--- src/rtl/ready_request_scheduler.sv ---
`default_nettype none
// ============================================================================
// Module   : ready_request_scheduler
// Purpose  : Central sequencer for the ready/request handshake between one
//            shared resource and N_REQ requesters. Issues one-cycle ready
//            pulses round-robin over the masked-in requesters, spaced by an
//            idle gap, and checks that the addressed requester answers with
//            request inside the allowed delay window.
// Ports    : clk        - clock, all logic on posedge
//            rst        - synchronous active-high reset
//            enable     - 0 pauses the gap counter and blocks new ready pulses
//            req_mask   - bit i=1 includes requester i in the rotation
//            err_clr    - clears err_sticky (a same-cycle set wins)
//            request    - request lines from the requesters
//            ready      - one-hot, one-cycle ready pulse
//            busy       - 1 while a handshake is in ISSUE or WAIT
//            cur_id     - requester being served or last served
//            done       - pulse: handshake completed inside the window
//            timeout    - pulse: no request inside the window
//            spurious   - pulse: request from a non-addressed requester
//            err_sticky - per-requester sticky error flags
// Revision : 1.0 - initial release
// ============================================================================
module ready_request_scheduler #(
    parameter int N_REQ    = 4,
    parameter int GAP_CYC  = 50,
    parameter int WAIT_MIN = 1,
    parameter int WAIT_MAX = 10
) (
    input  logic                       clk,
    input  logic                       rst,
    input  logic                       enable,
    input  logic [N_REQ-1:0]           req_mask,
    input  logic                       err_clr,
    input  logic [N_REQ-1:0]           request,
    output logic [N_REQ-1:0]           ready,
    output logic                       busy,
    output logic [$clog2(N_REQ)-1:0]   cur_id,
    output logic                       done,
    output logic                       timeout,
    output logic                       spurious,
    output logic [N_REQ-1:0]           err_sticky
);

    localparam int c_IDW = $clog2(N_REQ);
    localparam int c_GW  = $clog2(GAP_CYC + 1);
    localparam int c_KW  = $clog2(WAIT_MAX + 2);

    localparam logic [c_GW-1:0]  c_GAP_END = c_GW'(GAP_CYC);
    localparam logic [c_KW-1:0]  c_K_FIRST = c_KW'(WAIT_MIN + 1);
    localparam logic [c_KW-1:0]  c_K_LAST  = c_KW'(WAIT_MAX + 1);
    localparam logic [c_IDW-1:0] c_ID_LAST = c_IDW'(N_REQ - 1);

    typedef enum logic [1:0] {
        S_GAP   = 2'd0,
        S_ISSUE = 2'd1,
        S_WAIT  = 2'd2
    } state_t;

    state_t             r_state;
    state_t             w_state_nxt;
    logic [c_GW-1:0]    r_gap_cnt;
    logic [c_KW-1:0]    r_k;
    logic [c_IDW-1:0]   r_ptr;
    logic [c_IDW-1:0]   r_cur_id;
    logic [N_REQ-1:0]   r_ready;
    logic               r_busy;
    logic               r_done;
    logic               r_timeout;
    logic               r_spurious;
    logic [N_REQ-1:0]   r_err;

    logic [c_IDW-1:0]   w_pick_id;
    logic               w_pick_vld;
    logic [N_REQ-1:0]   w_pick_oh;
    logic [N_REQ-1:0]   w_cur_oh;
    logic [N_REQ-1:0]   w_own;
    logic [N_REQ-1:0]   w_spur;
    logic               w_ok;
    logic               w_to;

    // First masked-in index at or after r_ptr, cyclically. The loop walks the
    // offsets from largest to smallest so the smallest offset wins.
    always_comb begin
        logic [c_IDW:0] v_idx;
        v_idx      = '0;
        w_pick_id  = r_ptr;
        w_pick_vld = 1'b0;
        for (int i = N_REQ - 1; i >= 0; i--) begin
            v_idx = {1'b0, r_ptr} + (c_IDW + 1)'(i);
            if (v_idx >= (c_IDW + 1)'(N_REQ)) begin
                v_idx = v_idx - (c_IDW + 1)'(N_REQ);
            end
            if (req_mask[v_idx[c_IDW-1:0]]) begin
                w_pick_id  = v_idx[c_IDW-1:0];
                w_pick_vld = 1'b1;
            end
        end
    end

    assign w_pick_oh = N_REQ'(1) << w_pick_id;
    assign w_cur_oh  = N_REQ'(1) << r_cur_id;

    // Only the addressed requester in WAIT owns its request line; any other
    // asserted request line is spurious.
    assign w_own  = (r_state == S_WAIT) ? w_cur_oh : '0;
    assign w_spur = request & ~w_own;

    // Early answers (k below the window) are silently ignored.
    assign w_ok = (r_state == S_WAIT) && request[r_cur_id] && (r_k >= c_K_FIRST);
    assign w_to = (r_state == S_WAIT) && !w_ok && (r_k == c_K_LAST);

    always_comb begin
        w_state_nxt = r_state;
        unique case (r_state)
            S_GAP: begin
                if ((r_gap_cnt == c_GAP_END) && enable && w_pick_vld) begin
                    w_state_nxt = S_ISSUE;
                end
            end
            S_ISSUE: begin
                w_state_nxt = S_WAIT;
            end
            S_WAIT: begin
                if (w_ok || w_to) begin
                    w_state_nxt = S_GAP;
                end
            end
            default: begin
                w_state_nxt = S_GAP;
            end
        endcase
    end

    always_ff @(posedge clk) begin
        if (rst) begin
            r_state    <= S_GAP;
            r_gap_cnt  <= '0;
            r_k        <= '0;
            r_ptr      <= '0;
            r_cur_id   <= '0;
            r_ready    <= '0;
            r_busy     <= 1'b0;
            r_done     <= 1'b0;
            r_timeout  <= 1'b0;
            r_spurious <= 1'b0;
            r_err      <= '0;
        end else begin
            r_state    <= w_state_nxt;
            r_busy     <= (w_state_nxt != S_GAP);
            r_done     <= w_ok;
            r_timeout  <= w_to;
            r_spurious <= |w_spur;
            r_err      <= (r_err & ~{N_REQ{err_clr}}) | w_spur | (w_to ? w_cur_oh : '0);
            r_ready    <= '0;

            unique case (r_state)
                S_GAP: begin
                    if (w_state_nxt == S_ISSUE) begin
                        r_cur_id  <= w_pick_id;
                        r_ready   <= w_pick_oh;
                        r_gap_cnt <= '0;
                    end else if (enable && (r_gap_cnt != c_GAP_END)) begin
                        // Saturates at the terminal value while the mask is empty.
                        r_gap_cnt <= r_gap_cnt + c_GW'(1);
                    end
                end
                S_ISSUE: begin
                    r_ptr <= (r_cur_id == c_ID_LAST) ? '0 : r_cur_id + c_IDW'(1);
                    r_k   <= c_KW'(1);
                end
                S_WAIT: begin
                    if (w_state_nxt == S_WAIT) begin
                        r_k <= r_k + c_KW'(1);
                    end
                end
                default: begin
                    r_gap_cnt <= '0;
                end
            endcase
        end
    end

    assign ready      = r_ready;
    assign busy       = r_busy;
    assign cur_id     = r_cur_id;
    assign done       = r_done;
    assign timeout    = r_timeout;
    assign spurious   = r_spurious;
    assign err_sticky = r_err;

endmodule
`default_nettype wire

--- config.mk ---
export PLATFORM = sky130hd
export DESIGN_NAME = ready_request_scheduler
export DESIGN_NICKNAME = d
export VERILOG_FILES = /design/src/rtl/ready_request_scheduler.sv
export SDC_FILE = /design/constraint.sdc
export NUM_CORES = 1
export LEC_CHECK = 0
export ABC_AREA = 1
export BUFFER_PORTS_ARGS = -buffer_cell sky130_fd_sc_hd__buf_2
export CAP_MARGIN = 0
export CORE_AREA = 2 2 67 69
export CTS_CLUSTER_DIAMETER = 200
export DETAILED_ROUTE_END_ITERATION = 8
export DIE_AREA = 0 0 69 71
export SLEW_MARGIN = 30
export SYNTH_ARGS = -nofsm -noshare
export SYNTH_HDL_FRONTEND = slang
export SYNTH_SLANG_ARGS = --single-unit
--- constraint.sdc ---
create_clock -name clk -period 2.2 [get_ports clk]
set_clock_uncertainty 0.05 [all_clocks]
set_input_delay 0 -clock clk [delete_from_list [all_inputs] [get_ports clk]]
set_output_delay 0 -clock clk [all_outputs]
set_load 0.01 [all_outputs]
* Word level (Yosys, flattened, before mapping)
Index checks and enable logic that the tools add are counted.
W data, S select, Z words.
** Word-level totals
- Bits in registers :: 28
- Logic and storage cells :: 103
- Output and inout port bits :: 14
- Input bits :: 12
** Operators by class
- Eq/ne operators :: 10
- Magnitude comparators :: 10
- Reductions and logical operators :: 18
- Shifts and indexed selects :: 2
- Muxes and demuxes :: 33
- Bitwise gates (word level) :: 9
- $add $sub $neg :: 10
** Operators with widths (number)
- $mux W2 :: 11
- $lt A2 B3 Y1 const B :: 5
- $mux W4 :: 3
- $mux W6 :: 2
- $pmux W6 S2 :: 1
- $bmux W1 S2 :: 5
- $ge A3 B3 Y1 const B :: 3
- $mux W1 :: 9
- $and A4 B4 Y4 :: 2
- $not A4 Y4 :: 2
- $or A4 B4 Y4 :: 2
- $pmux W4 S2 :: 1
- $shl A1 B2 Y4 const A :: 2
- $sub A2 B1 Y2 const B :: 4
- $logic_and A1 B1 Y1 :: 7
- $add A2 B2 Y3 const B :: 2
- $add A6 B1 Y6 const B :: 1
- $eq A2 B2 Y1 const B :: 3
- $eq A6 B6 Y1 const B :: 1
- $ne A6 B6 Y1 const B :: 1
- $pmux W2 S3 :: 1
- $reduce_and A2 Y1 :: 3
- $add A4 B1 Y4 const B :: 1
- $eq A2 B1 Y1 const B :: 2
- 15 further kinds :: 18

* Logic depth before layout (Yosys ltp)
Gate-level depths: netlist of the first run.
- Depth in word-level cells :: 15
- Gate-level depth with buffers :: 16
- Gate-level depth less buffers :: 15

* Least setup slack after synthesis of the first run
Ideal clock, no wire load.
- Path type :: flip-flop to flip-flop
- Start point :: register r_state[0]
- End point :: register r_gap_cnt[0]
- Setup time :: 113 ps
- Stages on the path, launching flop included :: 14
- Period minus slack after synthesis :: 1929 ps
- Setup slack :: 271 ps
- Arrival time :: 1766 ps
- Buffers on the path :: 1
- Required time :: 2037 ps
- Path through :: dfxtp_1 inv_1 ha_1 inv_1 a21oi_1 nand3_1 nand2_1 a21oi_2 nand3_2 nand2_2 nand2_2 buf_6 nor2_1 nor2_1
** On the way
- Longest elaborated chain between the ends :: 12
- Elaborated cells between the ends (all ways) :: 19
- Classes of those cells :: eq/ne (4); mux (5); bitwise (1); reduce/logical (9)
** Ends and longest elaborated chain
- from (decl) :: RTL line 60 : state_t r_state;
- from (signal assigned) :: RTL line 149 : r_state <= w_state_nxt;
- $eq A2 B2 Y1
- $logic_and A1 B1 Y1 (2 in a row) :: RTL line 110 : assign w_ok = (r_state == S_WAIT) && request[r_cur_id] && (r_k >= c_K_FIRST);
- $logic_not A1 Y1 :: RTL line 111 : assign w_to = (r_state == S_WAIT) && !w_ok && (r_k == c_K_LAST);
- $logic_and A1 B1 Y1 (2 in a row) :: RTL line 111
- $logic_or A1 B1 Y1 :: RTL line 125 : if (w_ok || w_to) begin
- $mux W2 :: RTL line 125
- $pmux W2 S3 :: RTL line 115 : unique case (r_state)
- $eq A2 B1 Y1 :: RTL line 159 : if (w_state_nxt == S_ISSUE) begin
- $mux W6 or $ne A3 B3 Y1 (tied branches)
- $pmux W6 S2 or $reduce_and A2 Y1 (tied branches)
- to (signal assigned) :: RTL line 165 : r_gap_cnt <= r_gap_cnt + c_GW'(1);
- to (decl) :: RTL line 62 : logic [c_GW-1:0] r_gap_cnt;
Parallel ways exist; a longest one is shown, timed or not.
A chain may end at the register's enable or synchronous reset.

* Worst setup path in the final report of the first run
- Start point :: register r_state[0]
- End point :: register r_gap_cnt[4]
The elaborated chain is that of the path after synthesis.

==> metrics.md, run 1 <==
| Metric | Value |
|---|---|
| Sequential cell area | 563 um2 |
| RD Place Congestion | 0.780 |
| Placed instance count | 311 |
| Die width | 69 um |
| PwrDens | 506 nW/um2 |
| Cell Area, Synth | 1630 um2 |
| Final hold viol count | 0 |
| Post-synth EDFFs | 0 |
| H-tree depth | 1 |
| Die Y | 71 um |
| WHS | 0.0153 ns |
| Pre-CTS setup slack | 0.0735 ns |
| HPWL after DPL | 2450 um |
| CTS tree | built |
| Worst min path class | primary input to register |
| Routed wire per std cell | 10.3 um |
| Root buf cell | clkbuf_8 |
| Hold Path End | err_sticky[2]$_SDFF_PP0_ |
| Critical path class | register to register |
| Final Cell Area | 1910 um2 |
| Synthesized net count | 261 |
| Critical Path AT | 2.05 ns |
| Crit. End Element | register |
| Clock Pin Slew Worst Setup and Hold Paths | 0.10 ns |
| Ant diodes | 0 |
| First-pass DRT Iterations | 4 |
| Initial DRC Count | 69 |
| Post CTS Setup Buffer Count | 0 |
| Pwr Total | 0.965 mW |
| Max Used Layer | met4 |
| Port bufs | 25 |
| Setup ws final | 0.275 ns |
| Hold Path Cell Cnt | 4 |
| Clock Sinks | 28 |
| Detailed-route via count | 1448 |
| Final nets | 289 |
| Fraction of registers with async set/reset | 0% |
| Vias/cell | 4.58 |
| Footprint of the multi-input gates | 975 um2 |
| Hold Crit Start | err_clr |
| Layout cell share with drive strength beyond 1 | 19.3% |
| Largest net degree at the start of global routing | 18 |
| Syn avg cell area | 6.87 um2 |
| Rel. slew slack | 64.3% |
| CP Data Required Time | 2.32 ns |
| Initial antenna violation count | 0 |
| Setup TNS | 0 ns |
| R2R Path Start | r_state[0]$_SDFF_PP0_ |
| Worst skew pair latency | 0.27 ns |
| Global-route wire length before repair | 5720 um |
| Remaining routing DRC violations | 0 |
| VDD IR-drop max | 0.000217 V |
| Maximum clock frequency | 0.519 GHz |
| RSZ-0062 raised after global routing | false |
| Tmin final | 1.93 ns |
| Placeable Area | 4200 um2 |
| Maxcap violations | 0 |
| Syn Inst Count | 237 |
| Commonest register cell after synthesis | dfxtp_1 |
| TritonCTS Buffers | 3 |
| Final setup vio count | 0 |
| Post-Route Utilization | 45.3% |
| # IOs | 26 |
| Outcome | finished, final reports clean |
| Most common cell after layout, fill and taps aside | nand2_1 |
| Clk buf depth | 2 |
| Fin. max-slew vios | 0 |
| Routed wire length | 3270 um |
| Grt total ovfl | 0 |
| WL met1 | 1630 um |
| ANT nets after route | 0 |
| Most frequent cells in the layout | nand2_1, nor2_1, inv_1, dfxtp_1, buf_2 |
| Met3 WL | 93 um |
| Crit path max fanout | 8 |
| Non-Filler Instances | 316 |
| Lkg Pwr | 0.897 nW |
| Wire length on met2 | 1510 um |
| Placed cell area | 1800 um2 |
| Fin crit share | 87.5% |
| Number of synthesized register bits | 28 |
| FF-to-FF path depth | 13 |
| Sequential element share of the synthesized area | 34.4% |
| Reg-to-reg endpoint | r_gap_cnt[4]$_SDFFE_PP0P_ |
| Synthesis-to-layout area growth | 17.0% |
| Slew @ Worst Pin | 0.535 ns |
| R2r setup slk | 0.27 ns |
| Synthesis warning total | 0 |
| Total track usage | 13.9% |
| Vias in the first global route | 1327 |
| Die area | 4900 um2 |
| Initial core utilization | 38.7% |
| Fill count | 436 |
| Critical Path Start Type | register |
| Floorplan row count | 24 |
| Distinct cells, synth | 28 |
==> where the power goes <==
| group | total [mW] | internal [mW] | switching [mW] |
|---|---|---|---|
| logic | 0.112 | 0.0455 | 0.0663 |
| registers | 0.533 | 0.522 | 0.0114 |
| clock network | 0.320 | 0.160 | 0.159 |
==> how the worst max path moves through the flow <==
stage	slack, ns	to	cells past startpoint	start
2_1_floorplan	0.27	r_gap_cnt[0]$_SDFFE_PP0P_	13	r_state[0]$_SDFF_PP0_
3_5_place_dp	0.07	cur_id[1]$_SDFFE_PP0P_	11	r_state[0]$_SDFF_PP0_
6_report	0.27	r_gap_cnt[4]$_SDFFE_PP0P_	13	r_state[0]$_SDFF_PP0_
3_3_place_gp	0.16	ready[3]$_SDFF_PP0_	11	r_state[0]$_SDFF_PP0_
5_1_grt	0.04	r_gap_cnt[4]$_SDFFE_PP0P_	13	r_state[0]$_SDFF_PP0_
4_1_cts	0.04	cur_id[1]$_SDFFE_PP0P_	11	r_state[0]$_SDFF_PP0_
==> cell type report <==
type | count | area share (%)
multi-input combinational | 176 | 51.1
sequential | 28 | 29.5
timing repair buffer | 26 | 7.09
inverter | 30 | 5.91
tap | 52 | 3.41
clock buffer | 4 | 2.89
==> timing repair <==
item	in CTS	in global routing
endpoints found under the hold margin	7	0
gates resized for setup	0	10
endpoints found under the setup margin	0	16
hold buffers	1	0
==> metal layers <==
metal,vias to the layer above,GRT usage (%)
met4,0,4.58
li1,797,-
met2,23,23.6
met3,4,2.56
met1,624,17.9
met5,-,0
==> kinds of logic after synthesis <==
group / synth area share (%)
compound gates: 10.8
xor+xnor: 3.76
fa+ha+maj: 9.22
buf+inv: 8.06
flops: 34.4
simple gates: 33.8
==> critical path, stage by stage, from the launching register on <==
cell and delay (ns):
dfxtp_2 0.35, inv_1 0.11, ha_1 0.19, inv_2 0.08
a21oi_1 0.16, nand3_2 0.12, nand3_1 0.10, nand2_1 0.06
inv_2 0.11, nand3_4 0.11, nand2_1 0.18, nor2_1 0.06
nor2_1 0.09, nor2_1 0.05
==> state kept, by name (all words and copies together), names as in the netlist, 2 cells and up <==
name	count
r_state	2
ready	4
r_k	4
err_sticky	4
r_ptr	2
r_gap_cnt	6
cur_id	2
==> Yosys cell counts, types with 2 or more instances <==
cell type	n	area (um2)
xnor2_1	2	17.5
nor2_2	2	12.5
nor3_1	2	10.0
o21ai_0	19	95.1
ha_1	12	150
inv_1	27	101
xor2_1	5	43.8
nand2_2	6	37.5
nand3b_1	2	15.0
nand3_1	15	75.1
a21oi_1	8	40.0
nand2_1	55	206
clkbuf_1	2	7.51
nand2_4	2	22.5
nor2_1	36	135
inv_2	3	11.3
dfxtp_1	28	561
Note: power is estimated with default switching activity, not from simulation.
==> run 2: changes to the inputs <==
--- a/config.mk
+++ b/config.mk
@@ -12,6 +12,7 @@
 export CTS_CLUSTER_DIAMETER = 200
 export DETAILED_ROUTE_END_ITERATION = 8
 export DIE_AREA = 0 0 69 71
+export GPL_TIMING_DRIVEN = 0
 export SLEW_MARGIN = 30
 export SYNTH_ARGS = -nofsm -noshare
 export SYNTH_HDL_FRONTEND = slang
==> metrics.md, run 2 (synthesis gave the netlist of run 1 again) <==
| Metric | Value |
|---|---|
| Outcome | finished, final reports clean |
| Slew @ Worst Pin | 0.506 ns (-0.0293 ns) |
| HPWL after DPL | 2580 um (+5.3%) |
| Clock Sinks | 28 (unchanged) |
| First-pass DRT Iterations | 4 (unchanged) |
| Detailed-route via count | 1505 (+3.9%) |
| Footprint of the multi-input gates | 961 um2 (-1.4%) |
| Fin crit share | 88.6% (+1.1 points) |
| Vias/cell | 4.76 (+3.9%) |
| Port bufs | 24 (-4.0%) |
| TritonCTS Buffers | 3 (unchanged) |
| Maximum clock frequency | 0.513 GHz (-1.2%) |
| H-tree depth | 1 (unchanged) |
| CP Data Required Time | 2.36 ns (+0.04 ns) |
| Routed wire per std cell | 10.4 um (+0.37%) |
| Lkg Pwr | 0.887 nW (-1.1%) |
| CTS tree | built |
| PwrDens | 488 nW/um2 (-3.7%) |
| Critical Path Start Type | register |
| Non-Filler Instances | 316 (unchanged) |
| Root buf cell | clkbuf_8 |
| Final hold viol count | 0 (unchanged) |
| Clock Pin Slew Worst Setup and Hold Paths | 0.09 ns (about the same) |
| Placeable Area | 4200 um2 (unchanged) |
| Critical Path AT | 2.11 ns (+0.06 ns) |
| Global-route wire length before repair | 5870 um (+2.5%) |
| RSZ-0062 raised after global routing | false |
| Crit path from | r_k[0]$_SDFFE_PP0P_ |
| # IOs | 26 (unchanged) |
| Layout cell share with drive strength beyond 1 | 19.3% (unchanged) |
| Maxcap violations | 0 (unchanged) |
| Die width | 69 um (unchanged) |
| Floorplan row count | 24 (unchanged) |
| Ant diodes | 0 (unchanged) |
| Rel. slew slack | 66.3% (+2.0 points) |
| Total track usage | 14.3% (+0.34 points) |
| Initial core utilization | 38.7% (unchanged) |
| Critical path class | register to register |
| Fin. max-slew vios | 0 (unchanged) |
| Crit. End Element | register |
| Biggest register | r_gap_cnt |
| Final nets | 290 (+0.35%) |
| Post-Route Utilization | 44.7% (-0.60 points) |
| Largest net degree at the start of global routing | 15 (-3) |
| ANT nets after route | 0 (unchanged) |
| Initial antenna violation count | 0 (unchanged) |
| Vias in the first global route | 1353 (+2.0%) |
| Grt total ovfl | 0 (unchanged) |
| Sequential cell area | 562 um2 (-0.22%) |
| Clk buf depth | 2 (unchanged) |
| Synthesis-to-layout area growth | 15.4% |
| Crit path max fanout | 10 (+2) |
| Placed instance count | 313 (+0.64%) |
| Most frequent cells in the layout | nand2_1, nor2_1, dfxtp_1, inv_1, buf_2 |
| Placed cell area | 1810 um2 (+0.76%) |
| Fill count | 459 (+5.3%) |
| Die area | 4900 um2 (unchanged) |
| Hold Crit Start | err_clr |
| Tmin final | 1.95 ns (+0.0236 ns) |
| R2R Path Start | r_k[0]$_SDFFE_PP0P_ |
| Die Y | 71 um (unchanged) |
| Worst min path class | primary input to register |
| Initial DRC Count | 65 (-5.8%) |
| VDD IR-drop max | 0.000214 V (-1.1%) |
| Final setup vio count | 0 (unchanged) |
| Most common cell after layout, fill and taps aside | nand2_1 |
| Routed wire length | 3280 um (+0.37%) |
| Final Cell Area | 1880 um2 (-1.3%) |
| Number of flip-flops in the largest register | 6 (unchanged) |
| Remaining routing DRC violations | 0 (unchanged) |
| Setup TNS | 0 ns (unchanged) |
| R2r setup slk | 0.25 ns (-0.02 ns) |
| Post CTS Setup Buffer Count | 0 (unchanged) |
| Worst skew pair latency | 0.27 ns (about the same) |
| RD Place Congestion | 0.800 (+2.6%) |
[run 2: what timing repair did]
item	4_1_cts	5_1_grt
setup endpoints to repair	12	16
pin swaps	0	1
hold buffers	0	0
resized for setup	1	7
[run 2: worst paths after layout]
check / end / cells past startpoint
max: r_gap_cnt[1]$_SDFFE_PP0P_ / 14
min: err_sticky[2]$_SDFF_PP0_ / 4
max reg2reg: r_gap_cnt[1]$_SDFFE_PP0P_ / 14
min reg2reg: r_k[0]$_SDFFE_PP0P_ / 2
[run 2: metrics by stage]
| step | worst slack, ns | power (mW) | hold WS (ns) |
|---|---|---|---|
| after floorplan | 0.271 | 0.624 | 0.158 |
| after global placement | -0.00923 | 0.657 | 0.310 |
| after detailed placement | -0.0320 | 0.659 | 0.307 |
| after CTS | 0.0138 | 0.937 | 0.0203 |
| after global routing | 0.0191 | 0.967 | 0.0527 |
| final | 0.251 | 0.917 | 0.0286 |
[run 2: area by class of cell]
type | instances | share of cell area, %
Buffer | 3 | 0.998
Clock buffer | 3 | 2.20
Inverter | 30 | 5.99
Multi-Input combinational cell | 176 | 51.1
Sequential cell | 28 | 29.9
Tap cell | 52 | 3.46
Timing Repair Buffer | 24 | 6.39
[run 2: routing by layer]
| metal | vias to the layer above | part of all wire [%] | GRT usage (%) |
|---|---|---|---|
| li1 | 800 | - | - |
| met4 | 0 | 1.0 | 4.58 |
| met5 | - | 0 | 0 |
| met3 | 2 | 3.4 | 2.14 |
| met2 | 27 | 46 | 23.4 |
| met1 | 676 | 50 | 19.4 |
[run 2: critical path, stage by stage, from the launching register on]
cell     delay, ns
dfxtp_1       0.38
inv_1         0.07
ha_1          0.19
nor2_1        0.11
a21oi_2       0.08
nand3_2       0.09
nand2_1       0.10
a21oi_4       0.18
nand3_2       0.15
nand2_2       0.09
nand2_2       0.06
buf_6         0.14
nand2_1       0.05
nand2_1       0.04
nor2_1        0.10
[run 2: where the power goes]
part | switching, mW | internal (mW)
Sequential | 0.0113 | 0.522
Clock | 0.148 | 0.123
Combinational | 0.0669 | 0.0463
Total | 0.226 | 0.691
